<file path="config.mk">
export PLATFORM = sky130hd
export DESIGN_NAME = shift_unit_pipe
export DESIGN_NICKNAME = d
export VERILOG_FILES = /design/src/rtl/shift_unit_pipe.sv
export SDC_FILE = /design/constraint.sdc
export NUM_CORES = 1
export LEC_CHECK = 0
export ABC_CLOCK_PERIOD_IN_PS = 7580
export CAP_MARGIN = 20
export CORE_MARGIN = 1.5
export CORE_UTILIZATION = 42
export DETAILED_ROUTE_END_ITERATION = 10
export GPL_ROUTABILITY_DRIVEN = 0
export MAX_ROUTING_LAYER = met4
export PLACE_DENSITY = 0.62
export SYNTH_ARGS = -nofsm -noshare
export SYNTH_HDL_FRONTEND = slang
export SYNTH_HIERARCHICAL = 1
export SYNTH_SLANG_ARGS = --single-unit
</file>
<file path="constraint.sdc">
create_clock -name clk -period 7.58 [get_ports clk]
set_input_delay 1.516 -clock clk [delete_from_list [all_inputs] [get_ports clk]]
set_output_delay 1.516 -clock clk [all_outputs]
set_load 0.005 [all_outputs]
</file>
<file path="src/rtl/shift_unit_pipe.sv">
// Two-stage pipelined shift unit: operand register, shared right barrel shifter,
// result register. SLL is done by bit-reversing around the right shifter.

module shift_right_log32 (
  input  logic [31:0] din,
  input  logic [4:0]  cntrl,
  input  logic        arith,
  output logic [31:0] dout
);
  logic        fill;
  logic [31:0] v;

  assign fill = arith & din[31];

  // Five logarithmic stages: shift by 1, 2, 4, 8, 16 when the matching cntrl bit is set.
  always_comb begin
    v = din;
    for (int i = 0; i < 5; i++) begin
      if (cntrl[i]) begin
        v = (v >> (1 << i)) | (fill ? ~(32'hFFFF_FFFF >> (1 << i)) : 32'h0);
      end
    end
    dout = v;
  end
endmodule

module shift_unit_pipe #(
  parameter int XLEN = 32,
  parameter int SHW  = 5
) (
  input  logic            clk,
  input  logic            rst,
  input  logic            op_valid,
  output logic            op_ready,
  input  logic [XLEN-1:0] op_data,
  input  logic [SHW-1:0]  op_shamt,
  input  logic [1:0]      op_type,
  input  logic [3:0]      op_tag,
  output logic            res_valid,
  input  logic            res_ready,
  output logic [XLEN-1:0] res_data,
  output logic [3:0]      res_tag,
  output logic            res_err,
  output logic            busy
);
  localparam logic [1:0] OP_SLL = 2'b00;
  localparam logic [1:0] OP_SRA = 2'b11;
  localparam logic [1:0] OP_ILL = 2'b10;

  logic            s1_valid;
  logic [XLEN-1:0] s1_data;
  logic [SHW-1:0]  s1_shamt;
  logic            s1_arith;
  logic            s1_left;
  logic            s1_err;
  logic [3:0]      s1_tag;

  logic [XLEN-1:0] sh_out;
  logic [XLEN-1:0] shifted;
  logic            s2_load;
  logic            in_xfer;

  function automatic logic [XLEN-1:0] bitrev(input logic [XLEN-1:0] v);
    logic [XLEN-1:0] r;
    for (int i = 0; i < XLEN; i++) r[i] = v[XLEN-1-i];
    return r;
  endfunction

  assign s2_load  = s1_valid & (~res_valid | res_ready);
  assign op_ready = ~s1_valid | s2_load;
  assign in_xfer  = op_valid & op_ready;
  assign busy     = s1_valid | res_valid;

  always_ff @(posedge clk) begin
    if (rst) begin
      s1_valid <= 1'b0;
    end else if (in_xfer) begin
      s1_valid <= 1'b1;
    end else if (s2_load) begin
      s1_valid <= 1'b0;
    end
  end

  // Operand fields need no reset: they are only observed while s1_valid is set.
  always_ff @(posedge clk) begin
    if (!rst && in_xfer) begin
      s1_data  <= (op_type == OP_SLL) ? bitrev(op_data) : op_data;
      s1_shamt <= op_shamt;
      s1_arith <= (op_type == OP_SRA);
      s1_left  <= (op_type == OP_SLL);
      s1_err   <= (op_type == OP_ILL);
      s1_tag   <= op_tag;
    end
  end

  shift_right_log32 u_shifter (
    .din   (s1_data),
    .cntrl (s1_shamt),
    .arith (s1_arith),
    .dout  (sh_out)
  );

  // Illegal ops pass the operand through untouched (s1_data is not reversed for them).
  always_comb begin
    shifted = s1_left ? bitrev(sh_out) : sh_out;
    if (s1_err) shifted = s1_data;
  end

  always_ff @(posedge clk) begin
    if (rst) begin
      res_valid <= 1'b0;
      res_data  <= '0;
      res_tag   <= '0;
      res_err   <= 1'b0;
    end else if (s2_load) begin
      res_valid <= 1'b1;
      res_data  <= shifted;
      res_tag   <= s1_tag;
      res_err   <= s1_err;
    end else if (res_valid && res_ready) begin
      res_valid <= 1'b0;
    end
  end
endmodule

</file>
# Word-level counts from Yosys, hierarchy flattened
# Cells that the tools add are included.
dict set report word_totals {
  register_bits 83
  word_cells 49
  in_bits 47
}
dict set report classes {
  mux 17
  n_reduce_logical 6
  n_bitwise 13
  eq_ne 2
}
# cell count
set ops {}
lappend ops {{$mux W32} 13}
lappend ops {{$or A16 B32 Y32} 1}
lappend ops {{$or A24 B32 Y32} 1}
lappend ops {{$or A28 B32 Y32} 1}
lappend ops {{$or A30 B32 Y32} 1}
lappend ops {{$or A31 B32 Y32} 1}
lappend ops {{$eq A2 B2 Y1 const B} 2}
lappend ops {{$mux W1} 4}
lappend ops {{$reduce_bool A2 Y1} 2}
lappend ops {{$and A1 B1 Y1} 3}
lappend ops {{$or A1 B1 Y1} 3}
lappend ops {{$logic_and A1 B1 Y1} 2}
lappend ops {{$logic_not A2 Y1} 1}
lappend ops {{$not A1 Y1} 2}
lappend ops {{$logic_not A1 Y1} 1}

# Longest topological paths before layout
dict set report logic_depth {
  ltp_word 14
  depth_mapped 10
  mapped_depth_nobuf 7
}

# By module
# The synthesis kept the hierarchy.
# mod cells_per_inst area_each_um2 instances seq_area_each_um2
set modules_own_cells {}
lappend modules_own_cells {shift_unit_pipe 259 3838.7 1 2102.0}
lappend modules_own_cells {shift_right_log32 242 2267.2 1 0.0}

# Worst setup path after synthesis
# No wires, ideal clock.
dict set report synth_path {
  path_type {input to output}
  start {in res_ready}
  end {out op_ready}
  cell_stages 2
  required_time_ps 6064
  arrival_time_ps 1934
  path_buffers 0
  path_slack_ps 4130
  path_cell_list {nor2b_1 nand2_1}
}
dict set report synth_via {
  elab_chain_cells 3
}
# element line_no
set synth_lines {}
lappend synth_lines {{start, declared} 40} ;# input logic res_ready,
lappend synth_lines {{$or A1 B1 Y1} 69} ;# assign s2_load = s1_valid & (~res_valid | res_ready);
lappend synth_lines {{$and A1 B1 Y1} 69}
lappend synth_lines {{$or A1 B1 Y1} 70} ;# assign op_ready = ~s1_valid | s2_load;
lappend synth_lines {{end, declared} 34} ;# output logic op_ready,
# No other way between the ends.

# Worst setup path in the final report
# Ends and elaborated chain as after synthesis.

==> flow_summary.toml <==
[clock_tree]
clockRootBuffer = "clkbuf_16"
clk_pin_slew_ns = 0.06
htree_levels = 3
ctsResizeCount = 0
clock_sinks = 83
cts_tree = "done"
insertion_delay_ns = 0.35
cts_hold_buf = 0
cts_inserted_buffers = 9
clockBufferDepth = 2
cts_setup_buffers = 0

[pwr]
total_power_mw = 1.25
p_int_uw = 925
p_leak_nw = 2.61
pwr-share-clk_pct = 35.0
p_comb_share_pct = 22.4
switching_share_pct = 25.8
power_frac_seq_pct = 42.6
p_switching_uw = 322
vdd_ir_drop_max_v = 0.000121
power_density_nw_per_um2 = 170

[die]
io_pins = 87
rows = 43
start_util_pct = 43.5
die_h_um = 124
core-area_um2 = 14000
die_w_um = 124
die-area_um2 = 15300

[routing]
drc = 0
antenna_left = 0
routed_wl_um = 15500
routedWlPerCell_um = 20.7
dr.pass1.iters = 5
drt_iter0_markers = 464
via_per_inst = 6.24
via_count = 4657

[global_routing]
grt_pass1_vias = 4392
grt-ovfl-total = 0
track_usage_pct = 21.7
grt_max_degree = 59
grt_first_pass_wirelength_um = 24000
antenna_found_initial = 0

[yosys]
yosysWarningCount = 6
syn_inst = 501
synthArstFlopShare_pct = 0
synth_top_cell_by_area = "edfxtp_1"
synth.most_common_cell = "mux2_2"
seq_area_frac_synth_pct = 34.4
yosysTopAreaCellShare_pct = 21.6
synth.avg_cell_area_um2 = 12.2
synth_area_leaders = "edfxtp_1 22%, mux4_2 14%, mux2_2 14%, dfxtp_1 13%, mux2_4 6.9%"
synth_edf_count = 44
synthTopCellsByCount = "76 x mux2_2, 44 x edfxtp_1, 39 x dfxtp_1, 39 x mux4_2, 35 x a22o_1"
synth_ff_type = "edfxtp_1"
synthesis.area_um2 = 6110
synth.net_count = 548
ys_types = 59
ys_ff_latch = 83

[critical_path]
cp.arrival_ns = 3.03
cp-end-kind = "output pin"
r2r_cells = 8
worst_path_largest_cell_delay_ns = 0.47
r2r-end = "res_data[31]$_SDFFE_PP0P_"
critical_path.max_fanout = 8
critPathRequiredTime_ns = 6.06
crit_chain = "clkdlybuf4s50_1, nor2b_1, nand2_1, clkdlybuf4s50_1"
reg2reg_from = "s1_shamt[0]$_DFFE_PP_"
cp_common_cell = "clkdlybuf4s50_1"
ff2ff_setup_slack_ns = 4.13
cp-start-kind = "primary input"
cp_slowest_cell = "clkdlybuf4s50_1"
path_class = "in2out"

[sta]
fin_setup_tns_ns = 0
holdWs_ns = 0.475
slew_headroom_pct = 38.0
period_minus_slack_ns = 4.54
rsz0062_at_grt = "no"
max_freq_ghz = 0.220
setup_viol = 0
hold_viol_final = 0
maxSlewViolCount = 0
skew_ns = 0.00596
tightest_slew_ns = 0.930
fin_crit_sh_pct = 59.9

[finish]
nets = 608
diodes = 0
stdcell_area_um2 = 7310
final_layout_size_suffix_gt1_share_pct = 31.6
n_fill_cell = 1243
post-route-util_pct = 52.1
syn_to_final_growth_pct = 19.8

[worst_hold_path]
whs_path_depth = 1
hold_path_class = "reg2reg"
hp-start = "res_data[23]$_SDFFE_PP0P_"
hold_end = "res_data[23]$_SDFFE_PP0P_"

[placed_design]
io_buffers = 86
place_area_um2 = 6990
dpl.hpwl_um = 11300

[flow_run]
drv_cap = 0

[status]
outcome = "finished, final reports clean"
==> layout by cell type, fill, tap and decap left out, drive strengths merged, types with 3 or more instances in the layout <==
cell type,n
a32o,3
and2,6
o221ai,4
a22o,35
mux4,39
dfxtp,39
o211ai,5
clkbuf,12
nor2,16
clkdlybuf4s50,86
o21ai,19
buf,8
o22ai,4
mux2i,18
nand2b,6
a21oi,14
inv,6
clkinv,4
nand3,9
nand2,22
a211oi,4
a22oi,5
edfxtp,44
or2,5
a221o,3
a221oi,7
nor2b,6
nor3,6
mux2,106
==> sequential cells by signal, indices dropped and copies added, names as in the netlist, 4 cells and up <==
| signal | flops |
|---|---|
| res_data | 32 |
| res_tag | 4 |
| s1_data | 32 |
| s1_shamt | 5 |
| s1_tag | 4 |
==> layer usage <==
metal,track usage [%],up-vias,share of wire [%]
li1,-,2125,-
met1,28.9,2267,43
met2,32.1,234,45
met3,4.76,31,9.4
met4,8.91,0,2.4
met5,-,-,0
==> cell type report <==
cell class | instances | area (um^2) | area share (%)
clock buffers | 12 | 279 | 3.81
well taps | 180 | 225 | 3.08
repair buffers | 94 | 928 | 12.7
multi-input cells | 367 | 3730 | 51.0
flip-flops and latches | 83 | 2100 | 28.7
clock inverters | 4 | 28.8 | 0.393
inverters | 6 | 22.5 | 0.308
==> cells by family (layout without fill, tap and decap cells) <==
kind of cell	after synthesis	after routing	share of synthesized area [%]
DFF	83	83	34.4
buffers and inverters	51	116	4.73
muxes	163	163	38.6
AOI/OAI and AO/OA	121	121	15.2
and+or+nand+nor	83	83	6.99
==> power groups by stage <==
stage	registers (mW)	logic, mW	clock network, mW
after CTS	0.530	0.276	0.450
after global routing	0.534	0.300	0.465
final	0.531	0.279	0.437
after global placement	0.539	0.273	0
after detailed placement	0.540	0.275	0
after floorplan	0.525	0.196	0
==> per-stage QoR <==
stage,instances,setup slack [ns]
5_1_grt,746,2.90
2_1_floorplan,501,4.13
4_1_cts,745,3.03
6_report,746,3.04
3_3_place_gp,729,3.08
3_5_place_dp,729,3.04
==> worst max path at each step <==
| stage | from | to | cells past startpoint |
|---|---|---|---|
| 6_report | res_ready | op_ready | 4 |
| 3_3_place_gp | res_ready | op_ready | 4 |
| 3_5_place_dp | res_ready | op_ready | 4 |
| 2_1_floorplan | res_ready | op_ready | 2 |
| 4_1_cts | res_ready | op_ready | 4 |
| 5_1_grt | res_ready | op_ready | 4 |
==> critical path: cells and delay by family <==
family	cells	cell delay [ns]
AND/OR/NAND/NOR	2	0.62
buffers and inverters	2	0.88
(Power assumes the default switching activity.)
